## src/rtl/dfu_boot_pkg.sv

```systemverilog
// ============================================================================
// Module      : dfu_boot_pkg
// Description : Shared state encoding, LED codes and DFU constants for the
//               DFU boot controller.
// Revision    : 1.0 - initial release
// ============================================================================
`default_nettype none

package dfu_boot_pkg;

    typedef enum logic [2:0] {
        S_POR    = 3'd0,
        S_WAIT   = 3'd1,
        S_MANUAL = 3'd2,
        S_QUIET  = 3'd3,
        S_BOOT   = 3'd4
    } state_t;

    localparam logic [1:0] LED_IDLE = 2'd0;
    localparam logic [1:0] LED_PROG = 2'd1;
    localparam logic [1:0] LED_BOOT = 2'd2;

    localparam logic [7:0] DFU_IDLE = 8'h02;

    function automatic logic [1:0] led_decode(input state_t st);
        case (st)
            S_MANUAL:        led_decode = LED_PROG;
            S_QUIET, S_BOOT: led_decode = LED_BOOT;
            default:         led_decode = LED_IDLE;
        endcase
    endfunction

endpackage

`default_nettype wire

```

## src/rtl/dfu_boot_timer.sv

```systemverilog
// ============================================================================
// Module      : dfu_boot_timer
// Description : Loadable 32-bit down-counter that saturates at zero.
// Revision    : 1.0 - initial release
// ============================================================================
`default_nettype none

module dfu_boot_timer #(
    parameter logic [31:0] LOAD_VALUE = 32'd0
) (
    input  logic clk,
    input  logic reset,
    input  logic load_i,
    input  logic dec_i,
    output logic zero_o
);

    logic [31:0] cnt_q;
    logic [31:0] cnt_d;

    // Load wins over decrement; decrement stops at zero.
    always_comb begin
        cnt_d = cnt_q;
        if (load_i) begin
            cnt_d = LOAD_VALUE;
        end else if (dec_i && (cnt_q != 32'd0)) begin
            cnt_d = cnt_q - 32'd1;
        end
    end

    always_ff @(posedge clk) begin
        if (reset) begin
            cnt_q <= LOAD_VALUE;
        end else begin
            cnt_q <= cnt_d;
        end
    end

    assign zero_o = (cnt_q == 32'd0);

endmodule

`default_nettype wire

```

## src/rtl/dfu_boot_ctrl.sv

```systemverilog
// ============================================================================
// Module      : dfu_boot_ctrl
// Description : DFU bootloader sequencer: core reset hold, auto-boot timeout,
//               manual DFU mode and flash-quiet wait before reconfiguration.
// Revision    : 1.0 - initial release
// ============================================================================
`default_nettype none

module dfu_boot_ctrl
    import dfu_boot_pkg::*;
#(
    parameter int unsigned RESET_CYCLES = 65535,
    parameter int unsigned BOOT_CYCLES  = 60000000,
    parameter int unsigned QUIET_CYCLES = 1024
) (
    input  logic       clk,
    input  logic       reset,
    input  logic [7:0] dfu_state,
    input  logic       dfu_detach,
    input  logic       spi_csel,
    output logic       core_reset,
    output logic       boot_now,
    output logic       auto_boot,
    output logic [1:0] led_sel
);

    state_t state_q, state_d;
    logic   auto_boot_q, auto_boot_d;

    logic rst_dec, rst_zero;
    logic boot_load, boot_dec, boot_zero;
    logic quiet_load, quiet_dec, quiet_zero;
    logic host_active;

    assign host_active = (dfu_state > DFU_IDLE);

    dfu_boot_timer #(.LOAD_VALUE(32'(RESET_CYCLES))) u_rst_timer (
        .clk    (clk),
        .reset  (reset),
        .load_i (1'b0),
        .dec_i  (rst_dec),
        .zero_o (rst_zero)
    );

    dfu_boot_timer #(.LOAD_VALUE(32'(BOOT_CYCLES))) u_boot_timer (
        .clk    (clk),
        .reset  (reset),
        .load_i (boot_load),
        .dec_i  (boot_dec),
        .zero_o (boot_zero)
    );

    dfu_boot_timer #(.LOAD_VALUE(32'(QUIET_CYCLES))) u_quiet_timer (
        .clk    (clk),
        .reset  (reset),
        .load_i (quiet_load),
        .dec_i  (quiet_dec),
        .zero_o (quiet_zero)
    );

    always_comb begin
        state_d     = state_q;
        auto_boot_d = auto_boot_q;
        rst_dec     = 1'b0;
        boot_load   = 1'b0;
        boot_dec    = 1'b0;
        quiet_load  = 1'b0;
        quiet_dec   = 1'b0;
        case (state_q)
            S_POR: begin
                if (rst_zero) begin
                    state_d   = S_WAIT;
                    boot_load = 1'b1;
                end else begin
                    rst_dec = 1'b1;
                end
            end
            S_WAIT: begin
                boot_dec = 1'b1;
                // Host activity disarms auto-boot even when detach wins the cycle.
                if (host_active) begin
                    auto_boot_d = 1'b0;
                end
                if (dfu_detach) begin
                    state_d    = S_QUIET;
                    quiet_load = 1'b1;
                end else if (host_active) begin
                    state_d = S_MANUAL;
                end else if (boot_zero) begin
                    state_d    = S_QUIET;
                    quiet_load = 1'b1;
                end
            end
            S_MANUAL: begin
                if (dfu_detach) begin
                    state_d    = S_QUIET;
                    quiet_load = 1'b1;
                end
            end
            S_QUIET: begin
                // Any flash access restarts the quiet window.
                if (!spi_csel) begin
                    quiet_load = 1'b1;
                end else if (quiet_zero) begin
                    state_d = S_BOOT;
                end else begin
                    quiet_dec = 1'b1;
                end
            end
            S_BOOT: begin
                state_d = S_BOOT;
            end
            default: begin
                state_d = S_POR;
            end
        endcase
    end

    always_ff @(posedge clk) begin
        if (reset) begin
            state_q     <= S_POR;
            auto_boot_q <= 1'b1;
        end else begin
            state_q     <= state_d;
            auto_boot_q <= auto_boot_d;
        end
    end

    assign core_reset = (state_q == S_POR);
    assign boot_now   = (state_q == S_BOOT);
    assign auto_boot  = auto_boot_q;
    assign led_sel    = led_decode(state_q);

endmodule

`default_nettype wire
```

## config.mk

```make
export PLATFORM = sky130hd
export DESIGN_NAME = dfu_boot_ctrl
export DESIGN_NICKNAME = d
export VERILOG_FILES = /design/src/rtl/dfu_boot_pkg.sv /design/src/rtl/dfu_boot_timer.sv /design/src/rtl/dfu_boot_ctrl.sv
export SDC_FILE = /design/constraint.sdc
export NUM_CORES = 1
export LEC_CHECK = 0
export CORE_ASPECT_RATIO = 0.9
export CORE_MARGIN = 2
export CORE_UTILIZATION = 57
export CTS_CLUSTER_SIZE = 40
export DETAILED_ROUTE_END_ITERATION = 16
export PLACE_DENSITY = 0.75
export SETUP_SLACK_MARGIN = 0.1
export SYNTH_ARGS = -nofsm -noshare
export SYNTH_HDL_FRONTEND = slang
export SYNTH_SLANG_ARGS = --single-unit
```

## constraint.sdc

```tcl
create_clock -name clk -period 7.97 [get_ports clk]
set_input_delay 1.594 -clock clk [delete_from_list [all_inputs] [get_ports clk]]
set_output_delay 1.594 -clock clk [all_outputs]
set_load 0.005 [all_outputs]
```

# After elaboration in Yosys (flattened, before gate mapping)
# Cells that the tools add are included.
# totals
regBits	100
latchBits	0
ram_bits	0
rom_bits	0
in_bits	12
word_cells	56
n_memories	0
# classes
addsub	3
multipliers	0
n_div	0
magnitude_cmp	1
eq_ne	9
shift	0
mux	23
bitwise	0
reduce_logical	15
# op_table
op	count
$logic_not 32->1	3
$reduce_bool 32->1	3
$sub 32x1->32 const B	3
$mux 3	7
$pmux 3 s5	1
$mux 1	13
$gt 8x2->1 const B	1
$eq 3x2->1 const B	2
$ne 2x2->1 const B	3
$reduce_or 2->1	3
$reduce_and 5->1	1
$ne 4x4->1 const B	1
$pmux 2 s2	1
$eq 3x1->1 const B	1
$eq 3x3->1 const B	1
$logic_and 1x1->1	3
$logic_not 3->1	1
$pmux 1 s3	1
$ne 2x1->1 const B	1
$reduce_and 2->1	1

# Longest topological paths before layout
# depth
depth_word	6
mapped_depth	9
depth_no_buf	7

# Hierarchy
# A second synthesis with hierarchy kept.
# unflattened
hier_cells	643
hier_area_um2	5552.8
# modules_own_cells
module	instances	cells_each	area_per_inst_um2
dfu_boot_timer at u_quiet_timer	1	203	1766.7
dfu_boot_timer at u_rst_timer	1	200	1731.7
dfu_boot_timer at u_boot_timer	1	198	1706.6
dfu_boot_ctrl	1	42	347.8

# Worst setup path before layout
# Ideal clock, no wire load.
# synth_timing
path_kind	input-to-reg
from	in spi_csel
to	reg u_quiet_timer.cnt_q[30]
t_arrival_ns	3.362
required_time_ns	7.900
slack_ns	4.538
cell_stages	7
cell_sequence	and4b_1 clkbuf_1 nand4_1 or4_1 clkbuf_1 or4_1 a21oi_1
# synth_between
elab_chain_len	3
# synth_rtl
element	line	rtl
start, declared	dfu_boot_ctrl.sv:20	input logic spi_csel,
$mux 1	dfu_boot_ctrl.sv:102	if (!spi_csel) begin
$pmux 1 s3 / $mux 1 (equally long branches)	dfu_boot_ctrl.sv:69	case (state_q)
$reduce_or 2->1 (no source line) / $logic_and 1x1->1 (equally long branches)	n/a	
end signal, assigned	dfu_boot_timer.sv:35	cnt_q <= cnt_d;
end, declared	dfu_boot_timer.sv:18	logic [31:0] cnt_q;
# Parallel ways exist; a longest one is shown, timed or not.
# A chain may end at the register's enable or synchronous reset.

# Worst setup path after layout
# layout_timing
from	reg state_q[2]
to	out core_reset
# layout_between
elab_chain_len	1
# layout_rtl
element	line	rtl
start, declared	dfu_boot_ctrl.sv:27	state_t state_q, state_d;
start signal, assigned	dfu_boot_ctrl.sv:124	state_q <= state_d;
$logic_not 3->1	dfu_boot_ctrl.sv:129	assign core_reset = (state_q == S_POR);
end, declared	dfu_boot_ctrl.sv:21	output logic core_reset,
# Every way passes these cells.

==> out/summary.json <==
{
  "finalWirelength": {"value": 10.7, "unit": "mm"},
  "grt.met3_usage": {"value": 5.23, "unit": "%"},
  "timing_hold_violations_final": {"value": 0},
  "placeable_core_region": {"value": 8570, "unit": "um2"},
  "fill_cells": {"value": 780},
  "setup.worst_path.start_class": {"value": "flop"},
  "asyncSetResetFlopFracSynth": {"value": 0, "unit": "%"},
  "detail_route.iter0.violations": {"value": 217},
  "layout_worst_path_cycle_share": {"value": 48.1, "unit": "%"},
  "synthesis.area": {"value": 5040, "unit": "um2"},
  "die_h": {"value": 93.2, "unit": "um"},
  "cts_hold_fix_bufs": {"value": 0},
  "synth.avg_cell_area": {"value": 8.32, "unit": "um2"},
  "drt.antenna.violating_nets": {"value": 0},
  "drv.max_cap_violation_count": {"value": 0},
  "timing.fmax": {"value": 261, "unit": "MHz"},
  "tritoncts": {"value": "built"},
  "grt_pass1_wl": {"value": 18.9, "unit": "mm"},
  "final.setup_skew": {"value": 7.86, "unit": "ps"},
  "criticalPathCategory": {"value": "flop to output pin"},
  "hold_slack": {"value": 484, "unit": "ps"},
  "yosys_most_used_dff": {"value": "sky130_fd_sc_hd__dfxtp_1"},
  "grt-busiest-layer": {"value": "met2"},
  "num-nets-final": {"value": 625},
  "final.setup.tns": {"value": 0, "unit": "ps"},
  "run_status": {"value": "completed"},
  "worst_slack": {"value": 4140, "unit": "ps"},
  "worst-endpoint-arrival": {"value": 2240, "unit": "ps"},
  "synth-edff-count": {"value": 0},
  "ys_seq_area_share": {"value": 39.7, "unit": "%"},
  "power.leakage": {"value": 1.70, "unit": "nW"},
  "crit_start": {"value": "state_q[2]$_SDFFE_PP0P_"},
  "design.portCount": {"value": 17},
  "critical_path.max_fanout": {"value": 15},
  "vias_in_the_first_global_route": {"value": 4174},
  "clkTransAtPathRegs": {"value": 90, "unit": "ps"},
  "critPathCaptureType": {"value": "output pin"},
  "post_cts.resized_instances": {"value": 0},
  "total_power": {"value": 0.000925, "unit": "W"},
  "cts.sinks": {"value": 100},
  "grt_use_met1": {"value": 33.2, "unit": "%"},
  "synth.distinct_cells": {"value": 53},
  "slew_limit_headroom": {"value": 29.6, "unit": "%"},
  "drt_first_pass_iters": {"value": 4},
  "routed-via-count": {"value": 4514},
  "place.port_buffers": {"value": 16},
  "dp_hpwl": {"value": 7.43, "unit": "mm"},
  "areaGrowthSynthToFinish": {"value": 7.99, "unit": "%"},
  "irDropWorstVdd": {"value": 0.0000922, "unit": "V"},
  "post_cts.repair.setup_buffers": {"value": 0},
  "grt_usage": {"value": 24.2, "unit": "%"},
  "antenna_cells": {"value": 0},
  "finalWorstPathRequiredPeriod": {"value": 3830, "unit": "ps"},
  "detail_route.wl_per_cell": {"value": 14.7, "unit": "um"},
  "number_of_pins_with_negative_max_slew_slack_in_the_final_report": {"value": 0},
  "synthesis_warning_total": {"value": 0},
  "holdCritPathClass": {"value": "flop to flop"},
  "cts-htree-levels": {"value": 3},
  "dieWidth": {"value": 103, "unit": "um"},
  "worstReg2RegStart": {"value": "u_rst_timer.cnt_q[8]$_SDFFE_PP1P_"},
  "initial_utilization": {"value": 58.9, "unit": "%"},
  "yosys_register_bits": {"value": 100},
  "final_layout_size_suffix_gt1_share": {"value": 5.25, "unit": "%"},
  "antenna_found_initial": {"value": 0},
  "grt-ovfl-total": {"value": 0},
  "floorplan.rows": {"value": 32},
  "syn-num-nets": {"value": 624},
  "grt_use_met2": {"value": 38.1, "unit": "%"},
  "rsz0062_at_grt": {"value": "no"},
  "p_per_area": {"value": 170, "unit": "nW/um2"},
  "worstSkewPairLatency": {"value": 370, "unit": "ps"},
  "timing_worst_slew_pin_value": {"value": 1050, "unit": "ps"},
  "preCtsSetupSlack": {"value": 3770, "unit": "ps"},
  "grt_max_degree": {"value": 33},
  "postSynthCellCount": {"value": 606},
  "route.detailed.vias_per_inst": {"value": 6.19},
  "remaining_drc_errors": {"value": 0},
  "die_area": {"value": 9620, "unit": "um2"},
  "worst_ep_required_time": {"value": 6380, "unit": "ps"},
  "worstHoldStart": {"value": "u_rst_timer.cnt_q[23]$_SDFFE_PP0P_"},
  "setup_viol": {"value": 0},
  "clock-root-buffer": {"value": "sky130_fd_sc_hd__clkbuf_8"},
  "gp_congestion": {"value": 0.811},
  "cts_made_buffers": {"value": 9},
  "clk_path_buf_depth": {"value": 2}
}
synthesized netlist by cell type (4+ instances only):
cell type / instances / share of area, %
sky130_fd_sc_hd__a211oi_1: 7 / 1.0
sky130_fd_sc_hd__a21oi_1: 48 / 4.8
sky130_fd_sc_hd__buf_2: 10 / 0.99
sky130_fd_sc_hd__clkbuf_1: 18 / 1.3
sky130_fd_sc_hd__dfxtp_1: 100 / 40
sky130_fd_sc_hd__ha_1: 6 / 1.5
sky130_fd_sc_hd__inv_1: 7 / 0.52
sky130_fd_sc_hd__nand2_1: 37 / 2.8
sky130_fd_sc_hd__nand2b_1: 4 / 0.50
sky130_fd_sc_hd__nand3_1: 26 / 2.6
sky130_fd_sc_hd__nand4_1: 11 / 1.4
sky130_fd_sc_hd__nand4b_1: 4 / 0.69
sky130_fd_sc_hd__nor2_1: 43 / 3.2
sky130_fd_sc_hd__nor2b_1: 4 / 0.50
sky130_fd_sc_hd__nor3_1: 17 / 1.7
sky130_fd_sc_hd__nor3b_1: 4 / 0.60
sky130_fd_sc_hd__nor4_1: 29 / 3.6
sky130_fd_sc_hd__nor4b_1: 4 / 0.69
sky130_fd_sc_hd__o21ai_0: 36 / 3.6
sky130_fd_sc_hd__o31ai_1: 27 / 4.0
sky130_fd_sc_hd__or2_2: 6 / 0.74
sky130_fd_sc_hd__or3_1: 51 / 6.3
sky130_fd_sc_hd__or4_1: 40 / 6.0
sky130_fd_sc_hd__xnor2_1: 18 / 3.1
sky130_fd_sc_hd__xor2_1: 8 / 1.4
routing by layer:
| metal | share of wire [%] | wire length, um |
|---|---|---|
| met5 | 0 | 0 |
| met2 | 45 | 4830 |
| met1 | 50 | 5400 |
| met3 | 3.5 | 381 |
| met4 | 1.2 | 127 |
critical path, cell delays in order (launching register included):
cell                              delay [ps]
sky130_fd_sc_hd__dfxtp_1                 460
sky130_fd_sc_hd__nor3_1                  760
sky130_fd_sc_hd__clkdlybuf4s50_1         640
per-stage QoR:
step	std cells	instance area (um2)	util, %
2_1_floorplan	606	5040	-
3_3_place_gp	715	5260	61.3
3_5_place_dp	715	5260	61.3
4_1_cts	729	5450	63.6
5_1_grt	729	5450	63.6
6_report	729	5450	63.6
cells in the final DEF, fill, tap and decap left out, types with 4 or more instances in the layout:
cell type                         count
sky130_fd_sc_hd__nor4b_1              4
sky130_fd_sc_hd__a21oi_1             48
sky130_fd_sc_hd__nor3b_1              4
sky130_fd_sc_hd__nand3_1             26
sky130_fd_sc_hd__xor2_1               8
sky130_fd_sc_hd__dfxtp_1            100
sky130_fd_sc_hd__buf_4                4
sky130_fd_sc_hd__nor4_1              28
sky130_fd_sc_hd__clkdlybuf4s50_1     16
sky130_fd_sc_hd__nand2b_1             4
sky130_fd_sc_hd__nor2b_1              4
sky130_fd_sc_hd__nor3_1              17
sky130_fd_sc_hd__inv_1                7
sky130_fd_sc_hd__nand2_1             37
sky130_fd_sc_hd__nor2_1              43
sky130_fd_sc_hd__clkbuf_8            11
sky130_fd_sc_hd__ha_1                 6
sky130_fd_sc_hd__or4_1               40
sky130_fd_sc_hd__a211oi_1             7
sky130_fd_sc_hd__nand4b_1             4
sky130_fd_sc_hd__nand4_1             11
sky130_fd_sc_hd__o31ai_1             27
sky130_fd_sc_hd__o21ai_0             36
sky130_fd_sc_hd__or2_2                6
sky130_fd_sc_hd__or3_1               51
sky130_fd_sc_hd__xnor2_1             18
sequential cells by signal, indices dropped and copies added (netlist names):
name and cells:
u_boot_timer.cnt_q 32, u_quiet_timer.cnt_q 32, state_q 3, u_rst_timer.cnt_q 32
auto_boot 1
final timing paths:
kind	depth (start not counted)	endpoint	slack (ps)
max	2	core_reset	4140
min	2	u_rst_timer.cnt_q[23]$_SDFFE_PP0P_	480
max reg2reg	5	u_boot_timer.cnt_q[12]$_SDFFE_PP0P_	4230
min reg2reg	2	u_rst_timer.cnt_q[23]$_SDFFE_PP0P_	480
cell families after synthesis:
family                   after synthesis  synth area share, %
multiplexers                           2                0.422
XOR/XNOR                              26                 4.52
AO/OA/AOI/OAI                        139                 16.9
adder cells (fa/ha/maj)                6                 1.49
buffers and inverters                 38                 3.22
flip-flops                           100                 39.7
AND/OR/NAND/NOR                      295                 33.8
power breakdown:
group / total (W) / switching, W / leakage (nW) / internal [W]
Combinational: 0.0000822 / 0.0000506 / 0.792 / 0.0000317
Sequential: 0.000521 / 0.0000125 / 0.808 / 0.000508
Clock: 0.000322 / 0.000163 / 0.0983 / 0.000159
cell type report:
cell class / count / area [um2] / area share, %
Clock buffer: 12 / 155 / 2.85
Tap cell: 119 / 149 / 2.73
Timing Repair Buffer: 20 / 190 / 3.49
Clock inverter: 2 / 35.0 / 0.643
Inverter: 8 / 30.0 / 0.551
Multi-Input combinational cell: 468 / 2890 / 53.0
Sequential cell: 100 / 2000 / 36.8
(Power assumes the default switching activity.)
